[src/rtl/regwb_ctrl.sv]
// -----------------------------------------------------------------------------
// regwb_ctrl: register-file writeback controller.
//
// Merges two writeback sources into a single registered register-bank write
// port. It also keeps a pending-write scoreboard, and can optionally provide
// bypass (forwarding) hits from the registered write port.
//
// Sources:
//   - ALU writebacks are unbuffered. The ALU is accepted only in a cycle
//     where it wins arbitration.
//   - Load-unit (LSU) writebacks pass through a 2-entry FIFO.
//   - The FIFO head normally has priority. When the ALU has lost three
//     consecutive cycles, it is given the slot.
//
// Ports:
//   i_clk, i_rstn                      clock, async active-low reset
//   i_alu_valid/o_alu_ready            ALU writeback handshake
//   i_alu_rd[4:0], i_alu_data[31:0]    ALU destination / result
//   i_lsu_valid/o_lsu_ready            load writeback handshake (into FIFO)
//   i_lsu_rd[4:0], i_lsu_data[31:0]    load destination / data
//   i_iss_valid/o_iss_ready            issue-stage destination reservation
//   i_iss_rd[4:0]                      register being reserved
//   o_busy[31:1]                       scoreboard, bit i = write to xi pending
//   o_wr_strb[31:1], o_wr_data[31:0]   registered register-bank write port
//   i_fwd_addr_a/b[4:0]                bypass compare addresses
//   o_fwd_a_hit/data, o_fwd_b_hit/data bypass results
//
// Configuration:
//   REGWB_FWD_EN   defined  : bypass outputs compare against the write port.
//                  undefined: bypass outputs are tied to zero.
// -----------------------------------------------------------------------------
module regwb_ctrl (
   input  logic        i_clk,
   input  logic        i_rstn,
   // ALU writeback
   input  logic        i_alu_valid,
   output logic        o_alu_ready,
   input  logic [4:0]  i_alu_rd,
   input  logic [31:0] i_alu_data,
   // load-unit writeback
   input  logic        i_lsu_valid,
   output logic        o_lsu_ready,
   input  logic [4:0]  i_lsu_rd,
   input  logic [31:0] i_lsu_data,
   // issue reservation
   input  logic        i_iss_valid,
   output logic        o_iss_ready,
   input  logic [4:0]  i_iss_rd,
   // scoreboard and register-bank write port
   output logic [31:1] o_busy,
   output logic [31:1] o_wr_strb,
   output logic [31:0] o_wr_data,
   // bypass
   input  logic [4:0]  i_fwd_addr_a,
   input  logic [4:0]  i_fwd_addr_b,
   output logic        o_fwd_a_hit,
   output logic [31:0] o_fwd_a_data,
   output logic        o_fwd_b_hit,
   output logic [31:0] o_fwd_b_data
);

   // --------------------------------------------------------------------------
   // State
   // --------------------------------------------------------------------------
   logic [4:0]  fifo_rd_q   [2];
   logic [31:0] fifo_data_q [2];
   logic        rd_ptr_q, wr_ptr_q;
   logic [1:0]  count_q, count_d;

   logic [1:0]  starve_q, starve_d;
   logic [31:1] busy_q, busy_d;
   logic [31:1] wr_strb_q, wr_strb_d;
   logic [31:0] wr_data_q, wr_data_d;

   // --------------------------------------------------------------------------
   // Arbitration and handshakes
   // --------------------------------------------------------------------------
   logic        fifo_empty, fifo_full;
   logic        alu_win, alu_xfer;
   logic        lsu_push, lsu_pop;
   logic        iss_xfer;
   logic        win_valid;
   logic [4:0]  win_rd;
   logic [31:0] win_data;
   logic [31:0] busy_ext;

   assign fifo_empty = (count_q == 2'd0);
   assign fifo_full  = (count_q == 2'd2);

   // The ALU owns the write slot when there is nothing queued, or when it is
   // starved. Both terms are registered, so the ready signal does not depend
   // on valid.
   assign alu_win     = fifo_empty | (starve_q == 2'd3);
   assign o_alu_ready = alu_win;
   assign alu_xfer    = i_alu_valid & alu_win;

   // The FIFO head drains whenever the ALU is not actually taking the slot.
   assign lsu_pop     = ~fifo_empty & ~alu_xfer;

   // Readiness comes from the registered fill level only. A push is refused
   // while full, even when a pop happens in the same cycle.
   assign o_lsu_ready = ~fifo_full;
   assign lsu_push    = i_lsu_valid & ~fifo_full;

   // Bit 0 of the extended vector is always clear, so x0 never blocks issue.
   assign busy_ext    = {busy_q, 1'b0};
   assign o_iss_ready = ~busy_ext[i_iss_rd];
   assign iss_xfer    = i_iss_valid & o_iss_ready;

   always_comb begin
      win_valid = 1'b0;
      win_rd    = 5'd0;
      win_data  = 32'd0;
      if (lsu_pop) begin
         win_valid = 1'b1;
         win_rd    = fifo_rd_q[rd_ptr_q];
         win_data  = fifo_data_q[rd_ptr_q];
      end else if (alu_xfer) begin
         win_valid = 1'b1;
         win_rd    = i_alu_rd;
         win_data  = i_alu_data;
      end
   end

   // --------------------------------------------------------------------------
   // Next-state logic
   // --------------------------------------------------------------------------
   always_comb begin
      wr_strb_d = '0;
      busy_d    = '0;
      for (int i = 1; i < 32; i++) begin
         // A winner with rd = 0 completes its handshake but strobes nothing.
         wr_strb_d[i] = win_valid & (win_rd == 5'(i));
         // The scoreboard clears on the strobe edge. A new reservation at the
         // same edge takes precedence.
         busy_d[i]    = (busy_q[i] & ~wr_strb_d[i]) | (iss_xfer & (i_iss_rd == 5'(i)));
      end
   end

   assign wr_data_d = win_valid ? win_data : wr_data_q;

   always_comb begin
      starve_d = 2'd0;
      if (i_alu_valid && !alu_xfer) begin
         starve_d = (starve_q == 2'd3) ? 2'd3 : starve_q + 2'd1;
      end
   end

   always_comb begin
      case ({lsu_push, lsu_pop})
         2'b10:   count_d = count_q + 2'd1;
         2'b01:   count_d = count_q - 2'd1;
         default: count_d = count_q;
      endcase
   end

   // --------------------------------------------------------------------------
   // Registers
   // --------------------------------------------------------------------------
   always_ff @(posedge i_clk or negedge i_rstn) begin
      if (!i_rstn) begin
         for (int i = 0; i < 2; i++) begin
            fifo_rd_q[i]   <= 5'd0;
            fifo_data_q[i] <= 32'd0;
         end
         rd_ptr_q  <= 1'b0;
         wr_ptr_q  <= 1'b0;
         count_q   <= 2'd0;
         starve_q  <= 2'd0;
         busy_q    <= '0;
         wr_strb_q <= '0;
         wr_data_q <= 32'd0;
      end else begin
         if (lsu_push) begin
            fifo_rd_q[wr_ptr_q]   <= i_lsu_rd;
            fifo_data_q[wr_ptr_q] <= i_lsu_data;
            wr_ptr_q              <= ~wr_ptr_q;
         end
         if (lsu_pop) begin
            rd_ptr_q <= ~rd_ptr_q;
         end
         count_q   <= count_d;
         starve_q  <= starve_d;
         busy_q    <= busy_d;
         wr_strb_q <= wr_strb_d;
         wr_data_q <= wr_data_d;
      end
   end

   assign o_busy    = busy_q;
   assign o_wr_strb = wr_strb_q;
   assign o_wr_data = wr_data_q;

   // --------------------------------------------------------------------------
   // Bypass
   // --------------------------------------------------------------------------
`ifdef REGWB_FWD_EN
   logic [31:0] strb_ext;

   // Bit 0 is always clear, so address 0 can never hit.
   assign strb_ext     = {wr_strb_q, 1'b0};
   assign o_fwd_a_hit  = strb_ext[i_fwd_addr_a];
   assign o_fwd_b_hit  = strb_ext[i_fwd_addr_b];
   assign o_fwd_a_data = wr_data_q;
   assign o_fwd_b_data = wr_data_q;
`else
   logic unused_fwd;

   assign unused_fwd   = ^{i_fwd_addr_a, i_fwd_addr_b};
   assign o_fwd_a_hit  = 1'b0;
   assign o_fwd_b_hit  = 1'b0;
   assign o_fwd_a_data = 32'd0;
   assign o_fwd_b_data = 32'd0;
`endif

endmodule
[config.mk]
export PLATFORM = sky130hd
export DESIGN_NAME = regwb_ctrl
export DESIGN_NICKNAME = d
export VERILOG_FILES = /design/src/rtl/regwb_ctrl.sv
export SDC_FILE = /design/constraint.sdc
export NUM_CORES = 1
export LEC_CHECK = 0
export BUFFER_PORTS_ARGS = -buffer_cell sky130_fd_sc_hd__buf_2
export CAP_MARGIN = 10
export CORE_MARGIN = 2
export CORE_UTILIZATION = 30
export CTS_CLUSTER_DIAMETER = 30
export DETAILED_ROUTE_END_ITERATION = 6
export PLACE_DENSITY = 0.63
export SLEW_MARGIN = 15
export SYNTH_ARGS = -nofsm -noshare
export SYNTH_HDL_FRONTEND = slang
export SYNTH_SLANG_ARGS = --single-unit
[constraint.sdc]
create_clock -name i_clk -period 3.1 [get_ports i_clk]
set_input_delay 0.62 -clock i_clk [delete_from_list [all_inputs] [get_ports i_clk]]
set_output_delay 0.62 -clock i_clk [all_outputs]
set_load 0.02 [all_outputs]
Word-level counts from Yosys, hierarchy flattened
Index checks and enable logic that the tools add are counted.
W data, S select, Z words.
- add/subtract/negate cells: 3
- $lt $le $gt $ge: 4
- equality and inequality tests: 66
- multiplexer cells: 23
- bitwise operators: 168
- reductions and logical operators: 5
- operator list (cell ; number):
    $mux W32 ; 6
    $eq A5 B5 Y1 const B ; 32
    $and A1 B1 Y1 ; 97
    $eq A5 B4 Y1 const B ; 16
    $bwmux W64 ; 1
    $eq A5 B3 Y1 const B ; 8
    $not A1 Y1 ; 37
    $demux W32 S1 ; 1
    $or A1 B1 Y1 ; 32
    $mux W5 ; 6
    $eq A5 B2 Y1 const B ; 4
    $bwmux W10 ; 1
    $eq A5 B1 Y1 const B ; 2
    $eq A2 B2 Y1 const B ; 3
    $lt A5 B6 Y1 const B ; 1
    $bmux W1 S5 ; 1
    $demux W5 S1 ; 1
    $add A2 B1 Y2 const B ; 2
    $ge A2 B2 Y1 const B ; 2
    $mux W2 ; 2
    $not A1 Y2 ; 2
    $pmux W2 S2 ; 1
    $mux W1 ; 3
    $eq A2 B1 Y1 const B ; 1
    other kinds (6) ; 7
- flip-flop bits (word level): 174
- bits of input ports: 94
- output and inout port bits: 163
- logic and storage cells: 280

Depth between registers and ports, before layout
Gate-level depths: netlist (run 1).
- depth after elaboration: 11
- mapped depth: 10
- gate-level depth less buffers: 7

Worst setup path after synthesis (run 1)
OpenSTA, ideal clock, no wires.
- path kind: in2out
- start point: in i_iss_rd[0]
- end point: out o_iss_ready
- arrival time: 2144 ps
- path slack: 336 ps
- cell stages on the path: 5
- path buffers: 1
- cell sequence: clkbuf_1 > mux4_2 > nand3b_1 > nand2_1 > o31ai_1
- longest elaborated chain between the ends: 3
- RTL lines (item ; RTL line ; text):
    from (decl) ; 48 ; input logic [4:0] i_iss_rd,
    $bmux W1 S5 ; 107 ; assign o_iss_ready = ~busy_ext[i_iss_rd];
    $mux W1 (not written as such) ; 107 ;
    $not A1 Y1 ; 107 ;
    to (decl) ; 47 ; output logic o_iss_ready,
No other way between the ends. The select of a mux whose other input is x is not followed.

Worst setup path after layout (run 1)
- start point: reg busy_q (netlist bit o_busy[26])
- end point: out o_iss_ready
- longest elaborated chain between the ends: 3
- RTL lines (item ; RTL line ; text):
    from (decl) ; 71 ; logic [31:1] busy_q, busy_d;
    from (signal assigned) ; 184 ; busy_q <= busy_d;
    $bmux W1 S5 ; 107 ;
    $mux W1 (not written as such) ; 107 ;
    $not A1 Y1 ; 107 ;
No other way between the ends. The select of a mux whose other input is x is not followed.

==> results.sh, run 1 <==
export IMPL_rsz0062_at_grt="false"
export IMPL_postRouteAntennaNets=0
export IMPL_coreArea_mm2=0.0269
export IMPL_synth_ff_type="dfrtp_1"
export IMPL_yosysSeqAreaShare=0.533
export IMPL_cp_end_kind="primary output"
export IMPL_p_sw_w=0.00442
export IMPL_syn_avg_cell_area_um2=11.8
export IMPL_rr_endpoint="o_busy[13]$_DFF_PN0_"
export IMPL_ys_warn_count=0
export IMPL_status="completed"
export IMPL_r2r_start="rd_ptr_q$_DFFE_PN0N_"
export IMPL_setup_viol=0
export IMPL_syn2layout_area_growth_pct=20.9
export IMPL_yosys_cell_types_count=56
export IMPL_ys_async_sr_fraction=1.00
export IMPL_io_pin_count=257
export IMPL_crit_type="register to primary output"
export IMPL_switching_share=0.400
export IMPL_cts_setup_buffers=0
export IMPL_fmax_mhz=345
export IMPL_drt_wl_total_um=21600
export IMPL_netlist_area_mm2=0.00817
export IMPL_die_width_um=169
export IMPL_gp_congestion=0.862
export IMPL_slew_viol_final=0
export IMPL_power_density_mw_per_mm2=1120
export IMPL_drt_iter0_drc=456
export IMPL_yosys_top_cells_count="174 x dfrtp_1, 108 x mux2_2, 95 x nor2_1"
export IMPL_grt_pass1_vias=5887
export IMPL_grt_ovfl_total=0
export IMPL_power_frac_comb=0.434
export IMPL_hpwlAfterDp_um=15200
export IMPL_setup_ws_ns=0.199
export IMPL_cts_hold_buf=0
export IMPL_wl_per_cell_um=17.7
export IMPL_clock_path_buffers=2
export IMPL_grt_max_degree=74
export IMPL_crit_required_ns=2.48
export IMPL_floorplan_initialDensity=0.304
export IMPL_maxCapViolCount=0
export IMPL_path_clk_slew_ns=0.07
export IMPL_synth_edff_count=0
export IMPL_syn_inst=693
export IMPL_antenna_found_initial=7
export IMPL_rows=60
export IMPL_reg2reg_depth=5
export IMPL_htreeDepth=4
export IMPL_fin_skew_ns=0.0129
export IMPL_cts_buffers=17
export IMPL_report_final_hold_viol_count=0
export IMPL_final_min_clock_period_ns=2.90
export IMPL_min_path_type="input pin to async pin"
export IMPL_worst_pin_slew_ns=1.09
export IMPL_vias=5922
export IMPL_internal_power_w=0.00661
export IMPL_vdd_ir_drop_max_uv=466
export IMPL_fin_tns_setup_ns=0
export IMPL_die_area_mm2=0.0286
export IMPL_drc=0
export IMPL_drtPass1Iterations=5
export IMPL_grt_util_all_layers=0.152
export IMPL_seq_power_share=0.360
export IMPL_clkPwrFrac=0.206
export IMPL_path_max_fanout=3
export IMPL_yosysTopAreaCell="dfrtp_1"
export IMPL_vias_per_cell=4.83
export IMPL_drive_above_1_share=0.401
export IMPL_clk_latency_ns=0.43
export IMPL_period_share=0.936
export IMPL_critPathLaunchType="register"
export IMPL_grt_first_pass_wirelength_um=33600
export IMPL_cts_root_buf="clkbuf_16"
export IMPL_ctsResizeCount=0
export IMPL_netlist_area_leader_share=0.533
export IMPL_clock_sinks=174
export IMPL_synth_most_common_cell="dfrtp_1"
export IMPL_cts_tree="yes"
export IMPL_place_ws_ns=0.187
export IMPL_io_buffers=180
export IMPL_r2r_slack_ns=0.43
export IMPL_fin_nets=964
export IMPL_worstPathArrival_ns=2.28
export IMPL_ys_ff_latch=174
export IMPL_p_leak_nw=4.71
export IMPL_chipHeight_um=169
export IMPL_slew_headroom=0.273
export IMPL_ys_top_cells_by_area="dfrtp_1 53%, mux2_2 15%, buf_4 6.1%"
==> cell usage in the layout, fill, tap and decap left out, types with 4 or more instances in the layout <==
master       n
buf_2      179
dfrtp_1    173
mux2_2     108
nor2_1      93
conb_1      66
a221oi_1    32
o21ai_0     27
clkbuf_16   17
buf_4       16
inv_1       13
nand2b_1    10
nand3_1     10
nand2_1      9
o2bb2ai_1    7
o31ai_1      7
or3_1        6
nor2b_1      6
nor3_1       6
o41ai_1      6
mux2i_1      5
mux4_2       5
o22ai_1      5
xnor2_1      5
inv_6        5
nand3b_1     4
==> cell type report <==
type | instances | area [µm²]
Antenna cell | 2 | 5.00
Clock buffer | 17 | 425
Clock inverter | 15 | 196
Fill cell | 2680 | 17000
Inverter | 14 | 52.6
Multi-Input combinational cell | 464 | 3360
Sequential cell | 174 | 4360
Tap cell | 341 | 427
Timing Repair Buffer | 198 | 1070
==> cell families after synthesis <==
logic type	count (synthesis)	share of synthesized area
adders and majority gates	1	0.00153
DFF	174	0.533
buffers and inverters	120	0.0883
other	1	0.000459
and+or+nand+nor	164	0.0945
xor gates and xnor gates	6	0.00643
AOI/OAI and AO/OA	107	0.101
muxes	120	0.175
==> sequential cells by signal, summed over array words and instances (netlist names) <==
register	flops
fifo_rd_q	10
rd_ptr_q	1
o_busy	31
fifo_data_q	64
o_wr_strb	31
starve_q	2
wr_ptr_q	1
o_wr_data	32
count_q	2
==> worst max-delay path by stage <==
stage | from | endpoint | slack, ns | depth (start not counted)
floorplan | i_iss_rd[0] | o_iss_ready | 0.34 | 5
global placement | i_iss_rd[1] | o_iss_ready | 0.16 | 6
detailed placement | i_iss_rd[1] | o_iss_ready | 0.19 | 6
CTS | o_busy[28]$_DFF_PN0_ | o_iss_ready | 0.16 | 5
global route | o_busy[28]$_DFF_PN0_ | o_iss_ready | 0.08 | 5
finish | o_busy[26]$_DFF_PN0_ | o_iss_ready | 0.20 | 5
==> metrics by stage <==
stage	hold WS [ns]	cells	cell area, µm²	power [W]	util
detailed placement	0.487	1191	9260	0.00885	0.344
CTS	0.245	1223	9880	0.0112	0.368
global route	0.251	1223	9880	0.0118	0.368
global placement	0.482	1191	9260	0.00872	0.344
finish	0.203	1225	9880	0.0110	0.368
floorplan	0.324	758	8420	0.00730	-
==> worst max-delay path, stage by stage (launching register included) <==
cell      delay, ns
dfrtp_1        0.42
mux4_1         0.52
mux4_2         0.50
nand2b_1       0.16
o31ai_1        0.06
buf_2          0.20
==> layer usage <==
layer  track usage  routed length (µm)  part of all wire  up-vias
li1              -                   -                 -     2711
met1         0.194                9460              0.44     2974
met2         0.253               10400              0.48      210
met3        0.0514                1630             0.075       19
met4        0.0271                 133            0.0062        8
met5             0                  55            0.0025        -
==> power by group through the flow <==
stage | clock network (W) | logic (W) | registers, W
global placement | 0 | 0.00475 | 0.00398
CTS | 0.00232 | 0.00485 | 0.00398
detailed placement | 0 | 0.00483 | 0.00402
finish | 0.00227 | 0.00478 | 0.00398
floorplan | 0 | 0.00292 | 0.00439
global route | 0.00241 | 0.00523 | 0.00411
Note: power is estimated with default switching activity, not from simulation.
==> run 2, diff against run 1 <==
--- a/config.mk
+++ b/config.mk
@@ -11,7 +11,7 @@
 export CORE_UTILIZATION = 30
 export CTS_CLUSTER_DIAMETER = 30
 export DETAILED_ROUTE_END_ITERATION = 6
-export PLACE_DENSITY = 0.63
+export PLACE_DENSITY = 0.65
 export SLEW_MARGIN = 15
 export SYNTH_ARGS = -nofsm -noshare
 export SYNTH_HDL_FRONTEND = slang
==> constraint.sdc (replaced) <==
create_clock -name i_clk -period 2.5 [get_ports i_clk]
set_input_delay 0.375 -clock i_clk [delete_from_list [all_inputs] [get_ports i_clk]]
set_output_delay 0.375 -clock i_clk [all_outputs]
set_load 0.02 [all_outputs]
==> results.sh, run 2 (synthesis results as in run 1) <==
export IMPL_r2r_start="rd_ptr_q$_DFFE_PN0N_"
export IMPL_vias_per_cell=4.84
export IMPL_status="complete, but fails checks"
export IMPL_floorplan_initialDensity=0.304
export IMPL_slew_headroom=0.297
export IMPL_worst_pin_slew_ns=1.05
export IMPL_die_area_mm2=0.0286
export IMPL_worstPathArrival_ns=2.18
export IMPL_drtPass1Iterations=5
export IMPL_fin_tns_setup_ns=-0.0545
export IMPL_setup_viol=1
export IMPL_clock_path_buffers=2
export IMPL_maxCapViolCount=0
export IMPL_fin_skew_ns=0.0110
export IMPL_dpl_cell_count=1194
export IMPL_io_pin_count=257
export IMPL_path_cells="mux4_2 -> mux4_2 -> nand2b_4 -> o31ai_2 -> buf_4"
export IMPL_cts_root_buf="clkbuf_16"
export IMPL_power_density_mw_per_mm2=1390
export IMPL_slew_viol_final=0
export IMPL_drt_iter0_drc=494
export IMPL_holdPathStages=2
export IMPL_cp_end_kind="primary output"
export IMPL_layout_common_cells="178 x buf_2, 173 x dfrtp_1, 108 x mux2_2"
export IMPL_place_ws_ns=0.0508
export IMPL_largest_reg_flops=64
export IMPL_io_buffers=180
export IMPL_grt_first_pass_wirelength_um=33400
export IMPL_drc=0
export IMPL_report_final_hold_viol_count=0
export IMPL_rows=60
export IMPL_layout_cells_non_filler=1239
export IMPL_setup_ws_ns=-0.0545
export IMPL_period_share=1.02
export IMPL_path_clk_slew_ns=0.08
export IMPL_n_fill_cell=2676
export IMPL_critPathLaunchType="register"
export IMPL_final_min_clock_period_ns=2.55
export IMPL_hold_end="fifo_data_q[23]$_DFFE_PN0P_"
export IMPL_clock_sinks=174
export IMPL_crit_type="register to primary output"
export IMPL_final_common_cell="buf_2"
export IMPL_syn2layout_area_growth_pct=22.7
export IMPL_r2r_slack_ns=0.19
export IMPL_cts_buffers=17
export IMPL_cpPeakStageDelay_ns=0.48
export IMPL_critPathSlowestCell="mux4_2"
export IMPL_cp_common_cell="mux4_2"
export IMPL_cts_tree="yes"
export IMPL_grt_max_degree=73
export IMPL_fmax_mhz=391
export IMPL_hpwlAfterDp_um=15000
export IMPL_vdd_ir_drop_max_uv=664
export IMPL_min_from="i_lsu_data[23]"
export IMPL_drt_wl_total_um=21500
export IMPL_min_path_type="input pin to register"
export IMPL_coreArea_mm2=0.0269
export IMPL_wl_per_cell_um=17.3
export IMPL_grt_util_all_layers=0.150
export IMPL_grt_pass1_vias=5886
export IMPL_rr_endpoint="o_busy[5]$_DFF_PN0_"
export IMPL_die_width_um=169
export IMPL_largest_register="fifo_data_q"
export IMPL_clk_latency_ns=0.42
export IMPL_htreeDepth=4
export IMPL_vias=6002
export IMPL_drive_above_1_share=0.413
export IMPL_violations="setup timing"
export IMPL_p_leak_nw=4.78
export IMPL_grt_ovfl_total=0
export IMPL_gp_congestion=0.874
export IMPL_final_util=0.373
export IMPL_postRouteAntennaNets=0
export IMPL_reg2reg_depth=6
export IMPL_chipHeight_um=169
export IMPL_antenna_found_initial=3
export IMPL_fin_hold_ws_ns=0.192
export IMPL_fin_nets=978
export IMPL_path_max_fanout=3
export IMPL_rsz0062_at_grt="true"
export IMPL_crit_required_ns=2.12
run 2: changes by cell type in the layout (fill, tap and decap cells not counted), moves of 2 or more:
cell / delta
bufinv_16: +2
clkinv_8: -2
clkinvlp_4: +2
inv_6: -2
buf_4: +13
mux4_1: -2
mux4_2: +2
run 2: worst max-delay path: cells and delay by family (launching register included):
kind	cells	cell delay [ns]
AND/OR/NAND/NOR	1	0.16
multiplexers	2	0.95
flip-flops	1	0.42
buffers and inverters	1	0.18
AO/OA/AOI/OAI	1	0.05
run 2: area by class of cell:
type | count | area [µm²] | share of cell area
Sequential cell | 174 | 4360 | 0.434
Timing Repair Buffer | 212 | 1190 | 0.119
Clock inverter | 14 | 206 | 0.0206
Inverter | 14 | 52.6 | 0.00524
Tap cell | 341 | 427 | 0.0425
Multi-Input combinational cell | 464 | 3370 | 0.336
Antenna cell | 2 | 5.00 | 0.000499
Clock buffer | 18 | 429 | 0.0428
run 2: worst max path at each step:
stage	slack, ns	depth (start not counted)	from	end
after floorplan	0.23	5	i_iss_rd[0]	o_iss_ready
after global placement	0.06	6	i_iss_rd[1]	o_iss_ready
final	-0.05	5	o_busy[30]$_DFF_PN0_	o_iss_ready
after detailed placement	0.05	6	i_iss_rd[1]	o_iss_ready
after global routing	-0.12	5	o_busy[30]$_DFF_PN0_	o_iss_ready
after CTS	-0.07	5	o_busy[31]$_DFF_PN0_	o_iss_ready
run 2: power by group:
group          leakage, nW  total (W)  switching, W  internal, W
combinational         2.33    0.00617       0.00347      0.00270
sequential            2.15    0.00487      0.000758      0.00411
clock                0.305    0.00290       0.00120      0.00170
total                 4.78     0.0139       0.00542      0.00851
run 2: metrics by stage:
step	power [W]	area [µm²]
finish	0.0139	10000
global route	0.0149	10000
CTS	0.0140	10000
detailed placement	0.0110	9300
global placement	0.0108	9300
floorplan	0.00906	8420
run 2: what timing repair did:
action                                  in CTS  in global routing
buffers inserted                             7                  3
hold buffers                                 1                  0
endpoints found under the setup margin       1                  1
endpoints found under the hold margin        3                  0
resized for setup                            5                  0
run 2: metal layers:
metal,wire (µm),track usage
met3,1700,0.0442
met1,9260,0.191
met2,10300,0.249
met4,268,0.0427
met5,0,0
==> run 3, diff against run 2 <==
--- a/config.mk
+++ b/config.mk
@@ -11,7 +11,9 @@
 export CORE_UTILIZATION = 30
 export CTS_CLUSTER_DIAMETER = 30
 export DETAILED_ROUTE_END_ITERATION = 6
+export GPL_ROUTABILITY_DRIVEN = 0
 export PLACE_DENSITY = 0.65
+export SKIP_CTS_REPAIR_TIMING = 1
 export SLEW_MARGIN = 15
 export SYNTH_ARGS = -nofsm -noshare
 export SYNTH_HDL_FRONTEND = slang
==> constraint.sdc (replaced) <==
create_clock -name i_clk -period 2.5 [get_ports i_clk]
set_input_delay 0.125 -clock i_clk [delete_from_list [all_inputs] [get_ports i_clk]]
set_output_delay 0.125 -clock i_clk [all_outputs]
set_load 0.02 [all_outputs]
==> results.sh, run 3 (synthesis results as in run 1) <==
export IMPL_setup_viol=0
export IMPL_cts_tree="yes"
export IMPL_postRouteAntennaNets=0
export IMPL_n_fill_cell=2590
export IMPL_grt_max_degree=68
export IMPL_critPathLaunchType="register"
export IMPL_path_max_fanout=3
export IMPL_rsz0062_at_grt="false"
export IMPL_clock_sinks=174
export IMPL_slew_viol_final=0
export IMPL_htreeDepth=4
export IMPL_period_share=0.956
export IMPL_fin_skew_ns=0.0102
export IMPL_cts_buffers=17
export IMPL_fmax_mhz=418
export IMPL_path_clk_slew_ns=0.07
export IMPL_clkPwrFrac=0.195
export IMPL_multiInputGateArea_mm2=0.00337
export IMPL_holdPathStages=3
export IMPL_crit_type="register to primary output"
export IMPL_cp_end_kind="primary output"
export IMPL_final_min_clock_period_ns=2.39
export IMPL_power_density_mw_per_mm2=1300
export IMPL_wl_per_cell_um=17.1
export IMPL_die_area_mm2=0.0286
export IMPL_chipHeight_um=169
export IMPL_drt_wl_total_um=22100
export IMPL_p_sw_w=0.00547
export IMPL_violations="hold timing"
export IMPL_vias_per_cell=4.76
export IMPL_min_path_type="input pin to register"
export IMPL_slew_headroom=0.436
export IMPL_drt_iter0_drc=402
export IMPL_grt_first_pass_wirelength_um=33800
export IMPL_worst_pin_slew_ns=0.846
export IMPL_crit_required_ns=2.38
export IMPL_p_leak_nw=4.98
export IMPL_rows=60
export IMPL_internal_power_w=0.00825
export IMPL_reg2reg_depth=7
export IMPL_drtPass1Iterations=5
export IMPL_largest_register="fifo_data_q"
export IMPL_die_width_um=169
export IMPL_grt_pass1_vias=5966
export IMPL_report_final_hold_viol_count=1
export IMPL_worstPathArrival_ns=2.27
export IMPL_clock_path_buffers=2
export IMPL_drive_above_1_share=0.375
export IMPL_grt_util_all_layers=0.152
export IMPL_maxCapViolCount=0
export IMPL_switching_share=0.399
export IMPL_grt_ovfl_total=0
export IMPL_seq_power_share=0.356
export IMPL_fin_hold_ws_ns=-0.0111
export IMPL_regArea_mm2=0.00436
export IMPL_layout_common_cells="179 x buf_2, 173 x dfrtp_1, 108 x mux2_2"
export IMPL_power_frac_comb=0.449
export IMPL_vdd_ir_drop_max_uv=596
export IMPL_io_buffers=180
export IMPL_final_common_cell="buf_2"
export IMPL_io_pin_count=257
export IMPL_drc=0
export IMPL_coreArea_mm2=0.0269
export IMPL_vias=6154
export IMPL_fin_tns_setup_ns=0
export IMPL_syn2layout_area_growth_pct=29.2
export IMPL_status="complete, but fails checks"
export IMPL_hpwlAfterDp_um=15200
export IMPL_fin_nets=1033
export IMPL_antenna_found_initial=1
export IMPL_floorplan_initialDensity=0.304
export IMPL_largest_reg_flops=64
export IMPL_cts_root_buf="clkbuf_16"
export IMPL_clk_latency_ns=0.42
run 3: cell type report:
type	count	area share
well taps	341	0.0404
inverters	14	0.00498
clock inverters	14	0.0140
diodes	1	0.000237
multi-input cells	464	0.319
flip-flops and latches	174	0.413
clock buffers	18	0.0416
repair buffers	267	0.167
run 3: per-stage QoR:
step | instance area [µm²] | util | setup slack [ns] | power [W] | instances
floorplan | 8420 | - | 0.277 | 0.00906 | 758
finish | 10600 | 0.393 | 0.109 | 0.0137 | 1293
CTS | 9880 | 0.368 | 0.0765 | 0.0137 | 1225
global placement | 9290 | 0.346 | 0.280 | 0.0108 | 1193
detailed placement | 9290 | 0.346 | 0.234 | 0.0110 | 1193
global route | 10600 | 0.393 | 0.0119 | 0.0146 | 1293
run 3: metal layers:
layer,global-route usage,wire (µm),vias to the layer above
li1,-,-,2834
met1,0.195,9840,3072
met2,0.257,10900,230
met3,0.0400,1200,18
met4,0.0390,238,0
met5,0,0,-
run 3: power groups by stage:
stage / clock network, W / logic [W] / registers [W]
2_1_floorplan: 0 / 0.00362 / 0.00544
3_3_place_gp: 0 / 0.00598 / 0.00487
3_5_place_dp: 0 / 0.00611 / 0.00492
4_1_cts: 0.00274 / 0.00612 / 0.00488
5_1_grt: 0.00286 / 0.00671 / 0.00505
6_report: 0.00267 / 0.00616 / 0.00488
run 3: final timing paths:
check,slack [ns],endpoint,startpoint
max in group asynchronous,1.47,fifo_data_q[59]$_DFFE_PN0P_,i_rstn
min in group asynchronous,0.25,o_wr_strb[19]$_DFF_PN0_,i_rstn
max,0.11,o_iss_ready,o_busy[26]$_DFF_PN0_
min,-0.01,o_wr_data[26]$_DFFE_PN0P_,i_alu_data[26]
min reg2reg,0.50,fifo_data_q[10]$_DFFE_PN0P_,fifo_data_q[10]$_DFFE_PN0P_
max reg2reg,0.21,o_busy[27]$_DFF_PN0_,count_q[0]$_DFFE_PN0P_
run 3: worst max-delay path: stages (launching register included):
cell and delay [ns]:
dfrtp_1 0.41, mux4_1 0.51, mux4_2 0.50, nand2b_1 0.16
o31ai_1 0.06, buf_2 0.20
